===== src/rtl/bcd_countdown_timer_if.sv =====
// Control and status bundle for bcd_countdown_timer.
//
// Macro: none (the AUTO_RELOAD_EN option lives in the timer module).
// Parameter: NUM_PAIRS - number of base-60 digit pairs; W = 8*NUM_PAIRS.
//
// Signals
//   start      1  start / pause toggle pulse          (master -> slave)
//   load       1  copy preset into count, go idle     (master -> slave)
//   inc        1  preset += 1 pulse                   (master -> slave)
//   clr_preset 1  preset <= 0 pulse                   (master -> slave)
//   count      W  current countdown value, BCD pairs  (slave -> master)
//   preset     W  preset value, BCD pairs             (slave -> master)
//   running    1  timer is counting                   (slave -> master)
//   done       1  timer reached zero and stopped      (slave -> master)
//   expired    1  one-cycle pulse on reaching zero    (slave -> master)
//   tick       1  one-cycle pulse per decrement       (slave -> master)
//
// The button layer acts as master; the timer core is the slave.
interface bcd_countdown_timer_if #(
    parameter int NUM_PAIRS = 2
);
    localparam int W = 8 * NUM_PAIRS;

    logic         start;
    logic         load;
    logic         inc;
    logic         clr_preset;
    logic [W-1:0] count;
    logic [W-1:0] preset;
    logic         running;
    logic         done;
    logic         expired;
    logic         tick;

    modport master (
        output start, load, inc, clr_preset,
        input  count, preset, running, done, expired, tick
    );

    modport slave (
        input  start, load, inc, clr_preset,
        output count, preset, running, done, expired, tick
    );
endinterface


===== src/rtl/bcd_countdown_timer.sv =====
// BCD countdown timer with NUM_PAIRS base-60 digit pairs (2 = MM:SS, 3 = HH:MM:SS).
// It holds an editable preset, loads it into the count, and counts down once per
// PRESCALE clock cycles while running. Reaching zero raises expired and stops in DONE.
//
// Optional feature macro: AUTO_RELOAD_EN
//   When defined, reaching zero while running reloads the preset and keeps running
//   (periodic mode). A zero preset still ends in DONE.
//
// Ports
//   clk    in  system clock, all logic on posedge
//   reset  in  synchronous active-low reset
//   bus    slave modport of bcd_countdown_timer_if:
//          in  start, load, inc, clr_preset (single-cycle pulses)
//          out count, preset (BCD pairs), running, done, expired, tick
//
// State table
//   state | meaning
//   IDLE  | loaded or reset, waiting for start
//   RUN   | counting down, prescaler advancing
//   PAUSE | counting suspended, prescaler phase held
//   DONE  | count reached zero, only load or reset leave
module bcd_countdown_timer #(
    parameter int NUM_PAIRS = 2,
    parameter int PRESCALE  = 50_000_000
) (
    input  logic                  clk,
    input  logic                  reset,
    bcd_countdown_timer_if.slave  bus
);
    localparam int W  = 8 * NUM_PAIRS;
    localparam int PW = $clog2(PRESCALE);

    // The prescaler is a down-counter holding the cycles left until the next tick;
    // PRESC_TOP corresponds to a freshly started tick period.
    localparam logic [PW-1:0] PRESC_TOP = PW'(PRESCALE - 1);
    localparam logic [W-1:0]  CNT_ONE   = W'(1);

    typedef enum logic [1:0] {
        IDLE  = 2'd0,
        RUN   = 2'd1,
        PAUSE = 2'd2,
        DONE  = 2'd3
    } state_t;

    state_t        state;
    logic [PW-1:0] presc_cnt;

    // Base-60 BCD increment; carry out of the top pair is dropped so 59..59 wraps to 0.
    function automatic logic [W-1:0] bcd_inc(input logic [W-1:0] v);
        logic [W-1:0] r;
        logic         carry;
        r     = v;
        carry = 1'b1;
        for (int p = 0; p < NUM_PAIRS; p++) begin
            if (carry) begin
                if (v[8*p +: 4] == 4'd9) begin
                    r[8*p +: 4] = 4'd0;
                    if (v[8*p+4 +: 4] == 4'd5) begin
                        r[8*p+4 +: 4] = 4'd0;
                    end else begin
                        r[8*p+4 +: 4] = v[8*p+4 +: 4] + 4'd1;
                        carry         = 1'b0;
                    end
                end else begin
                    r[8*p +: 4] = v[8*p +: 4] + 4'd1;
                    carry       = 1'b0;
                end
            end
        end
        return r;
    endfunction

    // Base-60 BCD decrement; only called with a nonzero value.
    function automatic logic [W-1:0] bcd_dec(input logic [W-1:0] v);
        logic [W-1:0] r;
        logic         borrow;
        r      = v;
        borrow = 1'b1;
        for (int p = 0; p < NUM_PAIRS; p++) begin
            if (borrow) begin
                if (v[8*p +: 4] == 4'd0) begin
                    r[8*p +: 4] = 4'd9;
                    if (v[8*p+4 +: 4] == 4'd0) begin
                        r[8*p+4 +: 4] = 4'd5;
                    end else begin
                        r[8*p+4 +: 4] = v[8*p+4 +: 4] - 4'd1;
                        borrow        = 1'b0;
                    end
                end else begin
                    r[8*p +: 4] = v[8*p +: 4] - 4'd1;
                    borrow      = 1'b0;
                end
            end
        end
        return r;
    endfunction

    always_ff @(posedge clk) begin
        bus.tick    <= 1'b0;
        bus.expired <= 1'b0;
        if (!reset) begin
            state       <= IDLE;
            presc_cnt   <= PRESC_TOP;
            bus.count   <= '0;
            bus.preset  <= '0;
            bus.running <= 1'b0;
            bus.done    <= 1'b0;
        end else begin
            if (bus.clr_preset) begin
                bus.preset <= '0;
            end else if (bus.inc) begin
                bus.preset <= bcd_inc(bus.preset);
            end

            if (bus.load) begin
                state       <= IDLE;
                bus.count   <= bus.preset;
                presc_cnt   <= PRESC_TOP;
                bus.running <= 1'b0;
                bus.done    <= 1'b0;
            end else if (bus.start) begin
                // A start in RUN pauses before any pending tick; presc_cnt is kept
                // so a resume finishes the partial tick period.
                case (state)
                    IDLE: begin
                        if (bus.count != '0) begin
                            state       <= RUN;
                            bus.running <= 1'b1;
                        end
                    end
                    RUN: begin
                        state       <= PAUSE;
                        bus.running <= 1'b0;
                    end
                    PAUSE: begin
                        state       <= RUN;
                        bus.running <= 1'b1;
                    end
                    default: ;
                endcase
            end else if (state == RUN) begin
                if (presc_cnt == '0) begin
                    presc_cnt <= PRESC_TOP;
                    bus.tick  <= 1'b1;
                    if (bus.count == CNT_ONE) begin
                        bus.expired <= 1'b1;
`ifdef AUTO_RELOAD_EN
                        if (bus.preset != '0) begin
                            bus.count <= bus.preset;
                        end else begin
                            bus.count   <= '0;
                            state       <= DONE;
                            bus.running <= 1'b0;
                            bus.done    <= 1'b1;
                        end
`else
                        bus.count   <= '0;
                        state       <= DONE;
                        bus.running <= 1'b0;
                        bus.done    <= 1'b1;
`endif
                    end else begin
                        bus.count <= bcd_dec(bus.count);
                    end
                end else begin
                    presc_cnt <= presc_cnt - 1'b1;
                end
            end
        end
    end
endmodule


===== src/flat_wrapper.sv =====
// flat-port wrapper written by rule: the top's interface ports become plain ports
module bcd_countdown_timer_flat 
#(
    parameter int NUM_PAIRS = 2,
    parameter int PRESCALE  = 50_000_000
)
  (clk, reset, bus_start, bus_load, bus_inc, bus_clr_preset, bus_count, bus_preset, bus_running, bus_done, bus_expired, bus_tick);
  bcd_countdown_timer_if #(.NUM_PAIRS(NUM_PAIRS)) bus_i ();
  input  logic clk;
  input  logic reset;
  input wire logic [$bits(bus_i.start)-1:0] bus_start;
  input wire logic [$bits(bus_i.load)-1:0] bus_load;
  input wire logic [$bits(bus_i.inc)-1:0] bus_inc;
  input wire logic [$bits(bus_i.clr_preset)-1:0] bus_clr_preset;
  output wire logic [$bits(bus_i.count)-1:0] bus_count;
  output wire logic [$bits(bus_i.preset)-1:0] bus_preset;
  output wire logic [$bits(bus_i.running)-1:0] bus_running;
  output wire logic [$bits(bus_i.done)-1:0] bus_done;
  output wire logic [$bits(bus_i.expired)-1:0] bus_expired;
  output wire logic [$bits(bus_i.tick)-1:0] bus_tick;
  assign bus_i.start = bus_start;
  assign bus_i.load = bus_load;
  assign bus_i.inc = bus_inc;
  assign bus_i.clr_preset = bus_clr_preset;
  assign bus_count = bus_i.count;
  assign bus_preset = bus_i.preset;
  assign bus_running = bus_i.running;
  assign bus_done = bus_i.done;
  assign bus_expired = bus_i.expired;
  assign bus_tick = bus_i.tick;
  bcd_countdown_timer #(.NUM_PAIRS(NUM_PAIRS), .PRESCALE(PRESCALE)) u_core (.clk(clk), .reset(reset), .bus(bus_i));
endmodule

===== config.mk =====
export PLATFORM = sky130hd
export DESIGN_NAME = bcd_countdown_timer_flat
export DESIGN_NICKNAME = d
export VERILOG_FILES = /design/src/rtl/bcd_countdown_timer_if.sv /design/src/rtl/bcd_countdown_timer.sv /design/src/flat_wrapper.sv
export SDC_FILE = /design/constraint.sdc
export NUM_CORES = 1
export LEC_CHECK = 0
export ABC_AREA = 1
export CAP_MARGIN = 20
export CORE_ASPECT_RATIO = 1.4
export CORE_MARGIN = 10
export CORE_UTILIZATION = 50
export DETAILED_ROUTE_END_ITERATION = 8
export GPL_ROUTABILITY_DRIVEN = 0
export PLACE_DENSITY = 0.82
export SLEW_MARGIN = 15
export SYNTH_ARGS = -nofsm -noshare
export SYNTH_HDL_FRONTEND = slang
export SYNTH_SLANG_ARGS = --single-unit
export TNS_END_PERCENT = 20

===== constraint.sdc =====
create_clock -name clk -period 2.14 [get_ports clk]
set_input_delay 0.428 -clock clk [delete_from_list [all_inputs] [get_ports clk]]
set_output_delay 0.428 -clock clk [all_outputs]
set_load 0.005 [all_outputs]

-- Word level (Yosys, flattened, before mapping)
Cells that the tools add are included.
- flip-flop bits (word level): 64
- input port bits: 6
- output and inout port bits: 36
- word-level logic and storage cells: 110
- add/subtract/negate cells: 9
- eq/ne operators: 9
- mux-type cells: 44
- bitwise operators: 4
- reduce and logical (&&, ||, !) cells: 30
- operators with widths (cell ; count):
    $mux W16 ; 5
    $mux W4 ; 10
    $logic_not A26 Y1 ; 1
    $mux W26 ; 1
    $sub A26 B1 Y26 const B ; 1
    $mux W1 ; 20
    $add A4 B1 Y4 const B ; 4
    $eq A16 B1 Y1 const B ; 1
    $logic_not A4 Y1 ; 4
    $reduce_bool A16 Y1 ; 1
    $sub A4 B1 Y4 const B ; 4
    $reduce_and A4 Y1 ; 3
    $reduce_bool A3 Y1 ; 4
    $mux W2 ; 5
    $reduce_and A5 Y1 ; 2
    $reduce_bool A2 Y1 ; 5
    $eq A4 B3 Y1 const B ; 2
    $eq A4 B4 Y1 const B ; 2
    $mux W8 ; 1
    $pmux W2 S3 ; 1
    $reduce_and A2 Y1 ; 3
    $reduce_and A3 Y1 ; 2
    $reduce_or A5 Y1 ; 1
    $not A1 Y1 ; 4
    other kinds (8) ; 9

-- Logic depth before layout (Yosys ltp)
Gate-level depths: netlist of run 1.
- word-level depth: 15
- depth in mapped cells: 12
- mapped depth without buffers: 12

-- Least setup slack after synthesis of run 1
Ideal clock, no wire load.
- path type: reg-to-reg
- start point: register u_core.bus.count[12]
- end point: register u_core.bus.count[4]
- setup time: 0.132 ns
- arrival: 1.446 ns
- data required time: 2.008 ns
- path slack: 0.562 ns
- cell stages (with the launch flop): 12
- path buffers: 0
- period minus slack after synthesis: 1.578 ns
- cells stage by stage: dfxtp_1 > inv_1 > ha_1 > nand3_1 > nor2_1 > nand3_2 > nand2_2 > inv_1 > nand2_2 > nand2_1 > nand2_1 > a21oi_1
- word-level cells in the longest chain between the ends: 6
- elaborated cells on any way between the ends: 8
- classes of those cells: eq/ne (1); mux (5); reduce/logical (2)
- RTL lines (item ; RTL line ; text):
    start, declared ; bcd_countdown_timer_if.sv:42 ; output count, preset, running, done, expired, tick
    start signal, assigned ; bcd_countdown_timer.sv:117 ; bus.count <= bus.preset;
    start signal, assigned ; bcd_countdown_timer.sv:163 ; bus.count <= bcd_dec(bus.count);
    $eq A16 B1 Y1 * ; bcd_countdown_timer.sv:145 ; if (bus.count == CNT_ONE) begin
    $mux W16 ; bcd_countdown_timer.sv:145 ;
    $mux W16 ; bcd_countdown_timer.sv:142 ; if (presc_cnt == '0) begin
    $mux W16 ; bcd_countdown_timer.sv:141 ; end else if (state == RUN) begin
    $mux W16 ; bcd_countdown_timer.sv:121 ; end else if (bus.start) begin
    $mux W16 ; bcd_countdown_timer.sv:115 ; if (bus.load) begin
Mark *: on every way between the ends. The rest lies on a longest branch, timed or not. The select of a mux whose other input is x is not followed.
A chain may end at the register's enable or synchronous reset.

-- Final worst setup path of run 1
- start point: register u_core.bus.count[12]
- end point: register u_core.bus.count[8]
The elaborated chain is that of the path after synthesis.

==> results of run 1 <==
Yosys cell counts, types with 8 or more instances:
cell	count	area [um2]
inv_2	8	30.0
nor3_1	13	65.1
dfxtp_1	64	1280
nand4_1	8	50.1
nor2_1	72	270
xor2_1	12	105
nand3_1	44	220
nand2_2	8	50.1
o21ai_0	16	80.1
a21oi_1	28	140
nand2_1	102	383
inv_1	56	210
stage by stage:
step	cell area (um2)	hold WS [ns]	utilization [%]
4_1_cts	4210	0.472	63.2
6_report	4210	0.475	63.2
5_1_grt	4210	0.495	63.2
3_3_place_gp	4020	0.455	60.4
3_5_place_dp	4020	0.461	60.4
2_1_floorplan	3460	0.441	-
routing by layer:
layer  global-route usage (%)  part of all wire (%)  vias up
met1                     17.4                    39     1579
met5                        0                     0        -
met3                     4.81                   6.6       25
met2                     30.5                    51      148
met4                     7.98                   2.9        0
li1                         -                     -     1727
layout make-up:
type / instances / area [um2]
fill: 620 / 2450
multi-input combinational: 363 / 1890
sequential: 64 / 1280
timing repair buffer: 52 / 493
inverter: 64 / 240
clock buffer: 12 / 145
tap: 92 / 115
clock inverter: 3 / 42.5
sequential cells by signal, summed over array words and instances (netlist names):
name / count
u_core.bus.preset: 16
u_core.bus.count: 16
u_core.state: 2
u_core.bus.running: 1
u_core.bus.tick: 1
u_core.bus.expired: 1
u_core.presc_cnt: 26
u_core.bus.done: 1
worst reg2reg max path, stage by stage, from the launching register on:
cell,delay [ns]
dfxtp_1,0.34
inv_1,0.10
ha_1,0.21
nand3_1,0.15
nor2_1,0.23
nand3_2,0.19
nand2_2,0.11
inv_1,0.07
o21ai_0,0.07
o21ai_0,0.13
nor2_1,0.15
nor2_1,0.07
path summary, 6_finish.rpt:
check | start | to | slack [ns] | cells past startpoint
min reg2reg | u_core.bus.running$_SDFFE_PP0P_ | u_core.bus.running$_SDFFE_PP0P_ | 0.47 | 2
max reg2reg | u_core.bus.count[12]$_SDFFE_PN0P_ | u_core.bus.count[8]$_SDFFE_PN0P_ | 0.21 | 11
max | u_core.bus.count[12]$_SDFFE_PN0P_ | u_core.bus.count[8]$_SDFFE_PN0P_ | 0.21 | 11
min | u_core.bus.running$_SDFFE_PP0P_ | u_core.bus.running$_SDFFE_PP0P_ | 0.47 | 2
report_power, final:
part | switching [uW] | total [uW] | internal, uW | leakage [uW]
combinational | 256 | 441 | 185 | 0.00108
sequential | 33.6 | 1260 | 1220 | 0.000519
clock | 465 | 1030 | 562 | 0.0000925
logic make-up (layout without fill, tap and decap cells):
group / after synthesis / in the layout / synth area share, %
buffers and inverters: 70 / 131 / 8.29
AOI/OAI and AO/OA: 62 / 62 / 9.81
and+or+nand+nor: 276 / 276 / 37.7
adders and majority gates: 7 / 7 / 2.53
DFF: 64 / 64 / 37.1
xor gates and xnor gates: 18 / 18 / 4.56
==> reports/summary.txt, run 1 <==
Postcts setup bufs = 0
Critical Path RT = 2.38 ns
ANT cells = 0
Post-cts resize count = 0
Critical path, cell by cell = inv_1 > ha_1 > nand3_1 > nor2_1 > nand3_2 > nand2_2 > inv_1 > o21ai_0 > o21ai_0 > nor2_1 > nor2_1
CP bufs+invs = 2
First drt pass iteration count = 5
Vias = 3479
Clock Sinks = 64
Synthesis-to-layout area growth = 21.7%
CTS tree = done
Synthesized instance count = 497
# placed instances = 635
Largest net degree at the start of global routing = 16
Flops & latches, synth = 64
Initial antenna violation count = 0
Root Driver = clkbuf_8
Clock skew = 0.00904 ns
Drt initial violations = 187
Leakage power = 0.00169 uW
All-Layer GR Usage = 16.9%
Synth unique cells = 40
Total Wirelength = 8.92 mm
CP delay by family, top = simple AND/OR/NAND/NOR gates
Clock transition at the registers of the reported paths = 0.07 ns
Clock buffer count from CTS = 9
IO Count = 42
Worst Path Arrival = 2.17 ns
# nets final = 567
Port bufs = 41
Die Footprint = 10700 um2
Post-Syn Area per Cell = 6.96 um2
Worst slack, placed = 0.0556 ns
First-pass GRT wire length = 15.2 mm
Layout cell share with drive strength beyond 1 = 10.4%
Final clock period utilization by the worst path = 90.2%
Die Y = 118 um
Initial Util = 51.9%
Top FF cell, synth = dfxtp_1
RSZ-0062 raised after global routing = false
Max-cap violations = 0
Most frequent cells in the layout = 102 x nand2_1, 72 x nor2_1, 64 x dfxtp_1
CP max stage delay = 0.34 ns
CP max stage cell = dfxtp_1
Post-synth EDFFs = 0
Worst Slack Setup Final = 0.209 ns
Routed Antenna Nets = 0
Hold Path Class = flop to flop
# DRC = 0
Outcome = completed
Slew Limit Headroom = 70.3%
Max-slew violation count = 0
Post-Layout Cell Count = 650
Crit path time final = 1.93 ns
Worst-case clock buffer depth = 2
Vias/cell = 5.35
WS Path Type = flop to flop
Syn Nets = 510
FMAX = 518 MHz
DP HPWL = 6.83 mm
Crit end category = flop
Max IR drop VDD = 348 uV
Vias in the first global route = 3468
Synthesized area = 3460 um2
# H-tree levels = 3
CP Launch Type = flop
Commonest non-fill, non-tap cell in the layout = nand2_1
Worst Path Max Fanout = 5
Seq/Total Area, Yosys = 37.1%
Crit-path most repeated cell = nor2_1
Die width = 90.3 um
FP Rows = 35
Core Region = 6660 um2
WL/cell = 13.7 um
Setup TNS Final = 0 ns
Final hold vios = 0
Cell Pwr Density = 647 nW/um2
Worst slew pin tran = 0.442 ns
Worst skew pair latency = 0.35 ns
GRT Residual Overflow = 0
Hold-fix buffers, CTS = 0
Syn. warnings = 0
Tot Pwr = 2720 uW
Final setup violating endpoints = 0
Ys async rst share = 0%
Note: power is estimated with default switching activity, not from simulation.
==> run 2, diff against run 1 <==
--- a/config.mk
+++ b/config.mk
@@ -8,11 +8,11 @@
 export ABC_AREA = 1
 export CAP_MARGIN = 20
 export CORE_ASPECT_RATIO = 1.4
-export CORE_MARGIN = 10
 export CORE_UTILIZATION = 50
 export DETAILED_ROUTE_END_ITERATION = 8
 export GPL_ROUTABILITY_DRIVEN = 0
 export PLACE_DENSITY = 0.82
+export RECOVER_POWER = 25
 export SLEW_MARGIN = 15
 export SYNTH_ARGS = -nofsm -noshare
 export SYNTH_HDL_FRONTEND = slang
==> run 2 against run 1 <==
  * Final cell count is the same
  * Power shrank 4.1%
  * Global-route usage grew 7.8 points
  * Critical path type unchanged
==> reports/summary.txt, run 2 (synthesis gave the netlist of run 1 again) <==
Outcome = completed
CP Launch Type = flop
Worst-case clock buffer depth = 2 (unchanged)
FMAX = 518 MHz (about the same)
Placed Area = 4010 um2 (-0.19%)
Final hold vios = 0 (unchanged)
IO Count = 42 (unchanged)
Leakage power = 0.00171 uW (+0.89%)
Design Area, Final = 4180 um2 (-0.68%)
Slew Limit Headroom = 72.1% (+1.8 points)
All-Layer GR Usage = 24.7% (+7.8 points)
Hold Path Class = flop to flop
Commonest non-fill, non-tap cell in the layout = nand2_1
Die Footprint = 7260 um2 (-32%)
# nets final = 566 (-0.18%)
CTS tree = done
Reg with most FFs = u_core.presc_cnt
Max-cap violations = 0 (unchanged)
Clock skew = 0.00937 ns (+0.000329 ns)
Layout cell share with drive strength beyond 1 = 9.68% (-0.72 points)
Fill count = 575 (-7.3%)
Crit end category = flop
Vias = 3405 (-2.1%)
Worst Path Arrival = 2.15 ns (-0.02 ns)
First-pass GRT wire length = 14.1 mm (-7.4%)
GR Util met1 = 25.9% (+8.5 points)
GR peak layer = met2
Max reg flops = 26 (unchanged)
Worst slew pin tran = 0.415 ns (-0.0266 ns)
Total Wirelength = 8.40 mm (-5.8%)
# H-tree levels = 3 (unchanged)
Vias in the first global route = 3314 (-4.4%)
Core Region = 6610 um2 (-0.66%)
Worst skew pair latency = 0.34 ns (about the same)
Initial antenna violation count = 0 (unchanged)
Die width = 72.3 um (-20%)
First drt pass iteration count = 5 (unchanged)
Drt initial violations = 153 (-18%)
Most frequent cells in the layout = 102 x nand2_1, 74 x nor2_1, 64 x dfxtp_1
Clock transition at the registers of the reported paths = 0.08 ns (about the same)
Initial Util = 52.3% (+0.34 points)
Max-slew violation count = 0 (unchanged)
Worst Path Max Fanout = 6 (+1)
Final clock period utilization by the worst path = 90.2% (about the same)
Register Area = 1280 um2 (unchanged)
Footprint of the multi-input gates = 1890 um2 (unchanged)
Clock buffer count from CTS = 9 (unchanged)
Max IR drop VDD = 388 uV (+11%)
FP Rows = 35 (unchanged)
Vias/cell = 5.24 (-2.1%)
Synthesis-to-layout area growth = 20.8%
WL/cell = 12.9 um (-5.8%)
Root Driver = clkbuf_8
WS Path Type = flop to flop
DP HPWL = 6.35 mm (-7.0%)
Biggest regs = u_core.presc_cnt x26, u_core.bus.count x16, u_core.bus.preset x16
M3 GR Usage = 5.12% (+0.31 points)
Crit path time final = 1.93 ns (+0.000165 ns)
Cell Pwr Density = 625 nW/um2 (-3.4%)
Postcts setup bufs = 0 (unchanged)
Routed Antenna Nets = 0 (unchanged)
Die Y = 100 um (-15%)
Final setup violating endpoints = 0 (unchanged)
GRT met2 Usage = 46.5% (+16 points)
# DRC = 0 (unchanged)
RSZ-0062 raised after global routing = false
ANT cells = 0 (unchanged)
Clock Sinks = 64 (unchanged)
Setup TNS Final = 0 ns (unchanged)
Largest net degree at the start of global routing = 16 (unchanged)
Critical Path RT = 2.36 ns (-0.02 ns)
GRT Residual Overflow = 0 (unchanged)
Port bufs = 41 (unchanged)
-- run 2: cell count changes in the layout (fill, tap and decap cells not counted), sizes merged, moves of 2 or more --
| cell | delta |
|---|---|
| clkdlybuf4s50 | -13 |
| dlygate4sd3 | +13 |
| buf | -3 |
| clkinvlp | +2 |
-- run 2: final timing paths --
check             cells past startpoint                        startpoint                                to  slack, ns
setup / recovery                     11  u_core.bus.count[8]$_SDFFE_PN0P_  u_core.bus.count[7]$_SDFFE_PN0P_       0.21
hold / removal                        1      u_core.bus.done$_SDFFE_PP0P_      u_core.bus.done$_SDFFE_PP0P_       0.45
setup reg to reg                     11  u_core.bus.count[8]$_SDFFE_PN0P_  u_core.bus.count[7]$_SDFFE_PN0P_       0.21
hold reg to reg                       1      u_core.bus.done$_SDFFE_PP0P_      u_core.bus.done$_SDFFE_PP0P_       0.45
-- run 2: metrics by stage --
step                      hold WS (ns)  util (%)  setup WS, ns  power [uW]  std cells
final                            0.450      63.2         0.209        2610        650
after global routing             0.462      63.2        0.0369        2740        650
after global placement           0.438      60.7         0.124        1690        634
after CTS                        0.457      63.3         0.156        2620        650
after floorplan                  0.441         -         0.562        1550        497
after detailed placement         0.441      60.7        0.0214        1700        634
-- run 2: power breakdown --
part | switching (uW) | leakage (uW) | total, uW | internal [uW]
registers | 31.0 | 0.000519 | 1250 | 1220
clock network | 483 | 0.0000813 | 931 | 448
logic | 248 | 0.00111 | 429 | 180
-- run 2: final cells by class --
type / count / area share [%]
Clock inverter: 5 / 0.779
Sequential cell: 64 / 30.7
Timing Repair Buffer: 51 / 11.4
Clock buffer: 11 / 3.38
Tap cell: 92 / 2.76
Inverter: 64 / 5.75
Multi-Input combinational cell: 363 / 45.2
-- run 2: per-layer routing --
| layer | routed length (um) | up-vias |
|---|---|---|
| met5 | 0 | - |
| met4 | 180 | 0 |
| met3 | 408 | 18 |
| met2 | 4490 | 101 |
| met1 | 3320 | 1564 |
| li1 | - | 1722 |
-- run 2: repair_timing --
item | 4_1_cts | 5_1_grt
endpoints found under the setup margin | 0 | 4
resized for setup | 0 | 2
hold buffers | 0 | 0
-- run 2: worst max-delay path, cell delays in order (launching register included) --
cell	delay [ns]
dfxtp_1	0.32
inv_1	0.14
ha_1	0.20
nand3_1	0.13
nor2_2	0.19
nand3_2	0.20
nand2_4	0.16
inv_1	0.08
nand2_2	0.12
nand2_1	0.13
nand2_1	0.08
a21oi_1	0.05
